File: config.mk
export PLATFORM = sky130hd
export DESIGN_NAME = pe_os_vec
export DESIGN_NICKNAME = d
export VERILOG_FILES = /design/src/rtl/pe_os_pkg.sv /design/src/rtl/pe_mac_lane.sv /design/src/rtl/pe_os_vec.sv
export SDC_FILE = /design/constraint.sdc
export NUM_CORES = 2
export LEC_CHECK = 0
export ABC_AREA = 1
export CORE_AREA = 2 2 393 395
export DETAILED_ROUTE_END_ITERATION = 8
export DIE_AREA = 0 0 395 397
export MAX_ROUTING_LAYER = met4
export SLEW_MARGIN = 5
export SYNTH_ARGS = -nofsm -noshare
export SYNTH_HDL_FRONTEND = slang
export SYNTH_HIERARCHICAL = 1
export SYNTH_SLANG_ARGS = --single-unit
File: constraint.sdc
create_clock -name clk -period 10 [get_ports clk]
set_input_delay 2 -clock clk [delete_from_list [all_inputs] [get_ports clk]]
set_output_delay 2 -clock clk [all_outputs]
set_load 0.01 [all_outputs]
File: src/rtl/pe_os_pkg.sv
// pe_os_pkg: shared state encoding and saturation helpers for pe_os_vec.
// The saturation helpers are only referenced when PE_SAT_EN is defined.
package pe_os_pkg;

    localparam int STATE_W = 2;
    localparam int SAT_W   = 128;

    typedef enum logic [STATE_W-1:0] {
        IDLE      = 2'd0,
        ACCUM     = 2'd1,
        DRAIN_OWN = 2'd2,
        PASS      = 2'd3
    } state_t;

    // Largest representable accumulator value for a width and signedness.
    function automatic logic [SAT_W-1:0] sat_hi(input int w, input bit sgn);
        logic [SAT_W-1:0] one;
        one = SAT_W'(1);
        return sgn ? (one << (w - 1)) - one : (one << w) - one;
    endfunction

    // Smallest representable accumulator value, two's complement in SAT_W bits.
    function automatic logic [SAT_W-1:0] sat_lo(input int w, input bit sgn);
        logic [SAT_W-1:0] one;
        one = SAT_W'(1);
        return sgn ? ~((one << (w - 1)) - one) : '0;
    endfunction

endpackage

File: src/rtl/pe_mac_lane.sv
// pe_mac_lane: one output channel's multiply, extend, zero gate and accumulate.
// PE_SAT_EN selects clamping accumulation; otherwise sums wrap.
module pe_mac_lane #(
    parameter int WIDTH_A   = 16,
    parameter int WIDTH_B   = 16,
    parameter int WIDTH_MAC = 48,
    parameter int SIGNED    = 0
) (
    input  logic                 clk,
    input  logic                 rst,
    input  logic                 clr,
    input  logic                 en,
    input  logic [WIDTH_A-1:0]   act,
    input  logic [WIDTH_B-1:0]   wei,
    output logic [WIDTH_MAC-1:0] acc
);
    import pe_os_pkg::*;

    localparam int PW = WIDTH_A + WIDTH_B;

    logic [PW-1:0]        prod;
    logic [WIDTH_MAC-1:0] acc_nx;
    logic                 gate;

    generate
        if (SIGNED != 0) begin : g_sgn
            assign prod = PW'($signed(act)) * PW'($signed(wei));
        end else begin : g_uns
            assign prod = PW'(act) * PW'(wei);
        end
    endgenerate

    assign gate = en && (act != '0) && (wei != '0);

`ifdef PE_SAT_EN
    localparam int SW = ((WIDTH_MAC > PW) ? WIDTH_MAC : PW) + 1;
    localparam logic [SAT_W-1:0] HI = sat_hi(WIDTH_MAC, SIGNED != 0);
    localparam logic [SAT_W-1:0] LO = sat_lo(WIDTH_MAC, SIGNED != 0);

    logic [SW-1:0] ext_w;
    logic [SW-1:0] acc_w;
    logic [SW-1:0] sum_w;

    // Add one bit wider than either operand, then clamp into range.
    always_comb begin
        if (SIGNED != 0) begin
            ext_w = SW'($signed(prod));
            acc_w = SW'($signed(acc));
        end else begin
            ext_w = SW'(prod);
            acc_w = SW'(acc);
        end
        sum_w  = acc_w + ext_w;
        acc_nx = sum_w[WIDTH_MAC-1:0];
        if (SIGNED != 0) begin
            if ($signed(sum_w) > $signed(SW'(HI)))
                acc_nx = WIDTH_MAC'(HI);
            else if ($signed(sum_w) < $signed(SW'(LO)))
                acc_nx = WIDTH_MAC'(LO);
        end else if (sum_w > SW'(HI)) begin
            acc_nx = WIDTH_MAC'(HI);
        end
    end
`else
    // Extend the product to accumulator width and wrap on overflow.
    always_comb begin
        if (SIGNED != 0)
            acc_nx = acc + WIDTH_MAC'($signed(prod));
        else
            acc_nx = acc + WIDTH_MAC'(prod);
    end
`endif

    // Accumulator: cleared by reset or tile start, written on gated beats.
    always_ff @(posedge clk) begin
        if (rst || clr)
            acc <= '0;
        else if (gate)
            acc <= acc_nx;
    end

endmodule

File: src/rtl/pe_os_vec.sv
// pe_os_vec: output-stationary PE, LANES channels sharing one activation stream.
// Define PE_SAT_EN for saturating accumulation (default: modulo wrap).
module pe_os_vec #(
    parameter int WIDTH_A   = 16,
    parameter int WIDTH_B   = 16,
    parameter int WIDTH_MAC = 48,
    parameter int LANES     = 4,
    parameter int K_W       = 16,
    parameter int SIGNED    = 0
) (
    input  logic                     clk,
    input  logic                     rst,
    input  logic                     start,
    input  logic [K_W-1:0]           k_len,
    input  logic [K_W-1:0]           n_pass,
    input  logic [WIDTH_A-1:0]       act_in,
    input  logic [LANES*WIDTH_B-1:0] wei_in,
    input  logic                     vld_in,
    output logic [WIDTH_A-1:0]       act_out,
    output logic [LANES*WIDTH_B-1:0] wei_out,
    output logic                     vld_out,
    input  logic [WIDTH_MAC-1:0]     psum_in,
    input  logic                     psum_in_vld,
    output logic                     psum_in_rdy,
    output logic [WIDTH_MAC-1:0]     psum_out,
    output logic                     psum_out_vld,
    input  logic                     psum_out_rdy,
    output logic                     busy,
    output logic                     done
);
    import pe_os_pkg::*;

    localparam int IDX_W = (LANES > 1) ? $clog2(LANES) : 1;
    localparam logic [IDX_W-1:0] LAST = IDX_W'(LANES - 1);

    state_t               state;
    logic [K_W-1:0]       k_reg;
    logic [K_W-1:0]       n_reg;
    logic [K_W-1:0]       cnt;
    logic [K_W-1:0]       pcnt;
    logic [K_W-1:0]       cnt_nx;
    logic [K_W-1:0]       pcnt_nx;
    logic [IDX_W-1:0]     idx;
    logic                 clr;
    logic                 en;
    logic [WIDTH_MAC-1:0] acc [LANES];

    assign clr     = (state == IDLE) && start;
    assign en      = (state == ACCUM) && vld_in;
    assign cnt_nx  = cnt + 1'b1;
    assign pcnt_nx = pcnt + 1'b1;
    assign busy    = (state != IDLE);

    generate
        for (genvar l = 0; l < LANES; l++) begin : g_lane
            pe_mac_lane #(
                .WIDTH_A  (WIDTH_A),
                .WIDTH_B  (WIDTH_B),
                .WIDTH_MAC(WIDTH_MAC),
                .SIGNED   (SIGNED)
            ) u_lane (
                .clk(clk),
                .rst(rst),
                .clr(clr),
                .en (en),
                .act(act_in),
                .wei(wei_in[l*WIDTH_B +: WIDTH_B]),
                .acc(acc[l])
            );
        end
    endgenerate

    // Operand forwarding to the neighbouring PE; never stalls.
    always_ff @(posedge clk) begin
        if (rst) begin
            act_out <= '0;
            wei_out <= '0;
            vld_out <= 1'b0;
        end else begin
            act_out <= act_in;
            wei_out <= wei_in;
            vld_out <= vld_in;
        end
    end

    // Tile sequencing: accumulate K beats, drain own lanes, then pass upstream.
    always_ff @(posedge clk) begin
        if (rst) begin
            state <= IDLE;
            k_reg <= '0;
            n_reg <= '0;
            cnt   <= '0;
            pcnt  <= '0;
            idx   <= '0;
            done  <= 1'b0;
        end else begin
            done <= 1'b0;
            case (state)
                IDLE: begin
                    if (start) begin
                        k_reg <= k_len;
                        n_reg <= n_pass;
                        cnt   <= '0;
                        pcnt  <= '0;
                        idx   <= '0;
                        state <= (k_len != '0) ? ACCUM : DRAIN_OWN;
                    end
                end
                ACCUM: begin
                    if (vld_in) begin
                        cnt <= cnt_nx;
                        if (cnt_nx == k_reg)
                            state <= DRAIN_OWN;
                    end
                end
                DRAIN_OWN: begin
                    if (psum_out_rdy) begin
                        if (idx == LAST) begin
                            if (n_reg != '0) begin
                                state <= PASS;
                            end else begin
                                state <= IDLE;
                                done  <= 1'b1;
                            end
                        end else begin
                            idx <= idx + 1'b1;
                        end
                    end
                end
                PASS: begin
                    if (psum_in_vld && psum_out_rdy) begin
                        pcnt <= pcnt_nx;
                        if (pcnt_nx == n_reg) begin
                            state <= IDLE;
                            done  <= 1'b1;
                        end
                    end
                end
                default: state <= IDLE;
            endcase
        end
    end

    // Partial-sum chain mux: own lanes while draining, upstream in PASS.
    always_comb begin
        psum_out     = '0;
        psum_out_vld = 1'b0;
        psum_in_rdy  = 1'b0;
        case (state)
            DRAIN_OWN: begin
                psum_out     = acc[idx];
                psum_out_vld = 1'b1;
            end
            PASS: begin
                psum_out     = psum_in;
                psum_out_vld = psum_in_vld;
                psum_in_rdy  = psum_out_rdy;
            end
            default: ;
        endcase
    end

endmodule
# Word-level counts from Yosys, hierarchy flattened
# Cells that the tools add are included.
[classes] mul=4 n_reduce_logical=26 addsub=7 eq_ne=14 mux=31 magnitude_cmp=1 n_bitwise=1
[ops] operator="$add A48 B32 Y48" count=4
[ops] operator="$mul A16 B16 Y32" count=4
[ops] operator="$reduce_bool A16 Y1" count=7
[ops] operator="$bmux W48 S2" count=1
[ops] operator="$mux W48" count=2
[ops] operator="$pmux W48 S2" count=1
[ops] operator="$pmux W16 S2" count=2
[ops] operator="$mux W16" count=3
[ops] operator="$add A16 B1 Y16 const B" count=2
[ops] operator="$eq A16 B16 Y1" count=2
[ops] operator="$mux W2" count=12
[ops] operator="$ne A2 B2 Y1 const B" count=7
[ops] operator="$logic_and A1 B1 Y1" count=8
[ops] operator="$pmux W2 S4" count=1
[ops] operator="$reduce_bool A2 Y1" count=4
[ops] operator="$reduce_and A7 Y1" count=1
[ops] operator="$eq A2 B2 Y1 const B" count=3
[ops] operator="$mux W1" count=6
[ops] operator="$reduce_and A3 Y1" count=2
[ops] operator="$pmux W1 S2" count=2
[ops] operator="$pmux W2 S2" count=1
[ops] operator="$reduce_and A4 Y1" count=1
[ops] operator="$ge A3 B3 Y1 const B" count=1
[ops] operator="$not A2 Y3" count=1
[ops] operator="other kinds (6)" count=6
[word_totals] wordCells=98 regBits=342 output_inout_bits=133

# Logic depth before layout (Yosys ltp)
[depth] word_depth=5 ltp_mapped=31 depth_no_buf=29

# Hierarchy
# The synthesis kept the hierarchy.
[by_module_without_submodules] module="pe_mac_lane at g_lane[1].u_lane" n_inst=1 area_per_inst_um2=13230.2 cells_each=1900 seq_area_each_um2=960.9
[by_module_without_submodules] module="pe_mac_lane at g_lane[2].u_lane" n_inst=1 area_per_inst_um2=13192.7 cells_each=1901 seq_area_each_um2=960.9
[by_module_without_submodules] module="pe_mac_lane at g_lane[0].u_lane" n_inst=1 area_per_inst_um2=13085.0 cells_each=1900 seq_area_each_um2=960.9
[by_module_without_submodules] module="pe_mac_lane at g_lane[3].u_lane" n_inst=1 area_per_inst_um2=13041.3 cells_each=1901 seq_area_each_um2=960.9
[by_module_without_submodules] module="pe_os_vec" n_inst=1 area_per_inst_um2=8187.9 cells_each=1278 seq_area_each_um2=3002.9

# Least setup slack after synthesis
# No wires, ideal clock.
[synth_timing] kind="in2reg" start="in act_in[5]" end="reg g_lane[0].u_lane.acc[38]" path_slack_ns=2.941 cell_stages=23 setup_ns=0.115 required_time_ns=9.885 arrival_ns=6.944 n_path_buf=2 cell_sequence="buf_2 -> clkbuf_1 -> nand2_1 -> fa_1 -> inv_1 -> fa_1 -> fa_1 -> fa_1 -> fa_1 -> inv_1 -> fa_1 -> inv_1 -> ha_1 -> nand2_1 -> inv_1 -> nand2_1 -> nand2_1 -> a21oi_1 -> nand3_1 -> nand2_1 -> nand2_2 -> a21oi_1 -> nor2_1"
[synth_between] elab_chain_len=3 elab_cells_between_ends=5 cone_classes="add/sub: 1; mul: 1; reduce/logical: 3"
[synth_rtl] item="start: declaration" line="pe_os_vec.sv:16" rtl="input logic [WIDTH_A-1:0] act_in,"
[synth_rtl] item="branches (longest 3 deep; another with $add A48 B32 Y48)"
[synth_rtl] item="end signal: assignment" line="pe_mac_lane.sv:79" rtl="acc <= acc_nx;"
[synth_rtl] item="end: declaration" line="pe_mac_lane.sv:15" rtl="output logic [WIDTH_MAC-1:0] acc"
# Parallel ways; which one is timed is not known.
# A chain may end at the register's enable or synchronous reset.

# Worst setup path in the final report
[layout_timing] start="in wei_in[15]" end="reg g_lane[0].u_lane.acc[38]"
[layout_between] elab_chain_len=2 elab_cells_between_ends=4 cone_classes="add/sub: 1; mul: 1; reduce/logical: 2"
[layout_rtl] item="start: declaration" line="pe_os_vec.sv:17" rtl="input logic [LANES*WIDTH_B-1:0] wei_in,"
[layout_rtl] item="$mul A16 B16 Y32 or $reduce_bool A16 Y1 (tied branches)" line="pe_mac_lane.sv:29, pe_mac_lane.sv:33"
[layout_rtl] item="$add A48 B32 Y48 or $logic_and A1 B1 Y1 (tied branches)" line="pe_mac_lane.sv:70, pe_mac_lane.sv:33"
# Several ways; a longest one is shown, not always the timed one.

==> results.sh <==
export IMPL_busiest_layer="met2"
export IMPL_cts_setup_buffers=0
export IMPL_largest_reg_flops=192
export IMPL_hold_viol_final=0
export IMPL_ys_ff_latch=342
export IMPL_tns_ps=0
export IMPL_core_area_um2=153000
export IMPL_via_count=53700
export IMPL_reg_top3="g_lane.u_lane/acc: 192 flops, wei_out: 64 flops"
export IMPL_gp_congestion=0.988
export IMPL_fin_crit_sh=0.783
export IMPL_final_cell_mix="inv_1 (2489), nand2_1 (2437), fa_1 (904)"
export IMPL_path_clk_slew_ps=60
export IMPL_async_reset_ff_frac=0
export IMPL_relSlewSlack=0.0582
export IMPL_initial_core_util=0.397
export IMPL_htreeDepth=2
export IMPL_syn_inst=8880
export IMPL_grt_max_degree=79
export IMPL_wl_um=209000
export IMPL_ys_flop_type="dfxtp_1"
export IMPL_top_register="g_lane.u_lane/acc"
export IMPL_overflow=0
export IMPL_status="finished, final reports clean"
export IMPL_yosysWarnings=6
export IMPL_grt_use_total=0.278
export IMPL_holdCritPathClass="reg2reg"
export IMPL_min_period_ps=7830
export IMPL_drive_gt1_frac=0.0440
export IMPL_synth_edff_count=0
export IMPL_grt_pass1_vias=55400
export IMPL_grt_antenna_before_repair=11
export IMPL_ys_seq_area_frac=0.113
export IMPL_syn_avg_cell_area_um2=6.84
export IMPL_crit_fanout=18
export IMPL_insertion_delay_ps=700
export IMPL_slew_viol_final=0
export IMPL_utilization=0.438
export IMPL_hpwl_um=167000
export IMPL_maxCapViolCount=0
export IMPL_detail_route_antenna_nets=0
export IMPL_area_delta_synth_final_pct=10.4
export IMPL_rows=144
export IMPL_avgRoutedWirePerCell_um=18.9
export IMPL_nFillCells=15800
export IMPL_critPathRequiredTime_ps=10600
export IMPL_use_met1=0.384
export IMPL_finalSetupViolations=0
export IMPL_worst_pin_slew_ps=1400
export IMPL_ctsHoldBuffers=0
export IMPL_drt_iter0_markers=3878
export IMPL_fmax_mhz=128
export IMPL_yosys_cell_types_count=46
export IMPL_crit_path_end_kind="flop"
export IMPL_clock_skew_ps=47.0
export IMPL_cts_path_max_buffers=3
export IMPL_drt_first_pass_iters=7
export IMPL_synthesis_area_um2=60700
export IMPL_grt_pass1_wl_um=328000
export IMPL_cts_sinks=342
export IMPL_met2_usage=0.437
export IMPL_cts_buffers=51
export IMPL_final_nets=10400
export IMPL_grt_util_met3=0.0414
export IMPL_root_buffer="clkbuf_16"
export IMPL_rsz0062_at_grt="false"
export IMPL_syn_nets=10400
export IMPL_via_per_inst=4.88
export IMPL_cp_arrival_ps=8420
export IMPL_io_buffers=298
export IMPL_final_common_cell="inv_1"
export IMPL_crit_type="in2reg"
export IMPL_die_area_um2=157000
export IMPL_start_kind="primary input"
export IMPL_drc=0
export IMPL_cts_tree="done"
export IMPL_num_io_pins=299
export IMPL_postCtsResizedCells=0
export IMPL_die_x_um=395
export IMPL_die_y_um=397
==> final cells by class <==
type	instances	area, um^2	share of cell area
Tap cell	2044	2560	0.0381
Sequential cell	342	6850	0.102
Timing Repair Buffer	365	3550	0.0529
Inverter	2520	9460	0.141
Clock inverter	32	518	0.00772
Antenna cell	9	22.5	0.000336
Multi-Input combinational cell	5640	42700	0.637
Clock buffer	62	1390	0.0207
==> layer usage <==
metal	wire, um	up-vias
li1	-	25700
met1	97600	26300
met2	94000	1507
met3	13500	198
met4	3430	0
met5	0	-
==> cell usage after synthesis, types with 33 or more instances <==
cell type	n	area (um^2)
inv_1	2491	9350
nand2_1	2437	9150
fa_1	904	18100
nor2_1	524	1970
ha_1	443	5540
a21oi_1	352	1760
dfxtp_1	342	6850
nand3_1	323	1620
clkbuf_1	202	758
o21ai_0	163	816
buf_2	144	721
nand2_2	74	463
a32o_1	48	480
o21a_1	44	330
o21ai_1	43	215
nor2_2	39	244
xor2_1	38	333
xnor2_1	34	298
nand3_2	33	330
==> final timing paths <==
path	startpoint	slack [ps]	endpoint	cells past startpoint
worst min register to register	k_reg[12]$_SDFFE_PP0P_	480	k_reg[12]$_SDFFE_PP0P_	2
worst max register to register	g_lane[3].u_lane/acc[8]$_SDFFE_PP0P_	5250	g_lane[3].u_lane/acc[34]$_SDFFE_PP0P_	20
worst min-delay path	k_reg[12]$_SDFFE_PP0P_	480	k_reg[12]$_SDFFE_PP0P_	2
worst max-delay path	wei_in[15]	2170	g_lane[0].u_lane/acc[38]$_SDFFE_PP0P_	23
==> cell families after synthesis <==
group                      share of synthesized area
AOI/OAI and AO/OA                             0.0640
xor gates and xnor gates                      0.0104
adders and majority gates                      0.389
buffers and inverters                          0.184
DFF                                            0.113
and+or+nand+nor                                0.239
==> metrics by stage <==
step / setup slack (ps) / cells / instance area (um^2) / hold WS, ps
2_1_floorplan: 2940 / 8880 / 60700 / 444
3_3_place_gp: 1550 / 10900 / 65100 / 457
3_5_place_dp: 1480 / 10900 / 65100 / 466
4_1_cts: 2160 / 11000 / 67000 / 480
5_1_grt: 1770 / 11000 / 67100 / 501
6_report: 2170 / 11000 / 67100 / 481
==> worst max-delay path, stage by stage <==
cell,delay [ps]
clkdlybuf4s50_1,1040
nand2_1,200
fa_1,560
fa_1,570
inv_1,60
fa_1,450
fa_1,530
fa_1,560
inv_1,60
fa_1,530
inv_1,50
ha_1,350
nand2_1,150
inv_1,70
nand2_1,70
nand2_1,120
a21oi_1,270
nand3_1,280
nand2_1,150
nand2_2,90
nand3_1,80
nand2_1,60
nor2_1,100
Power is left out: the tool's default activity adds up to more than one toggle a clock period on the data nets, which glitch-free logic cannot reach.
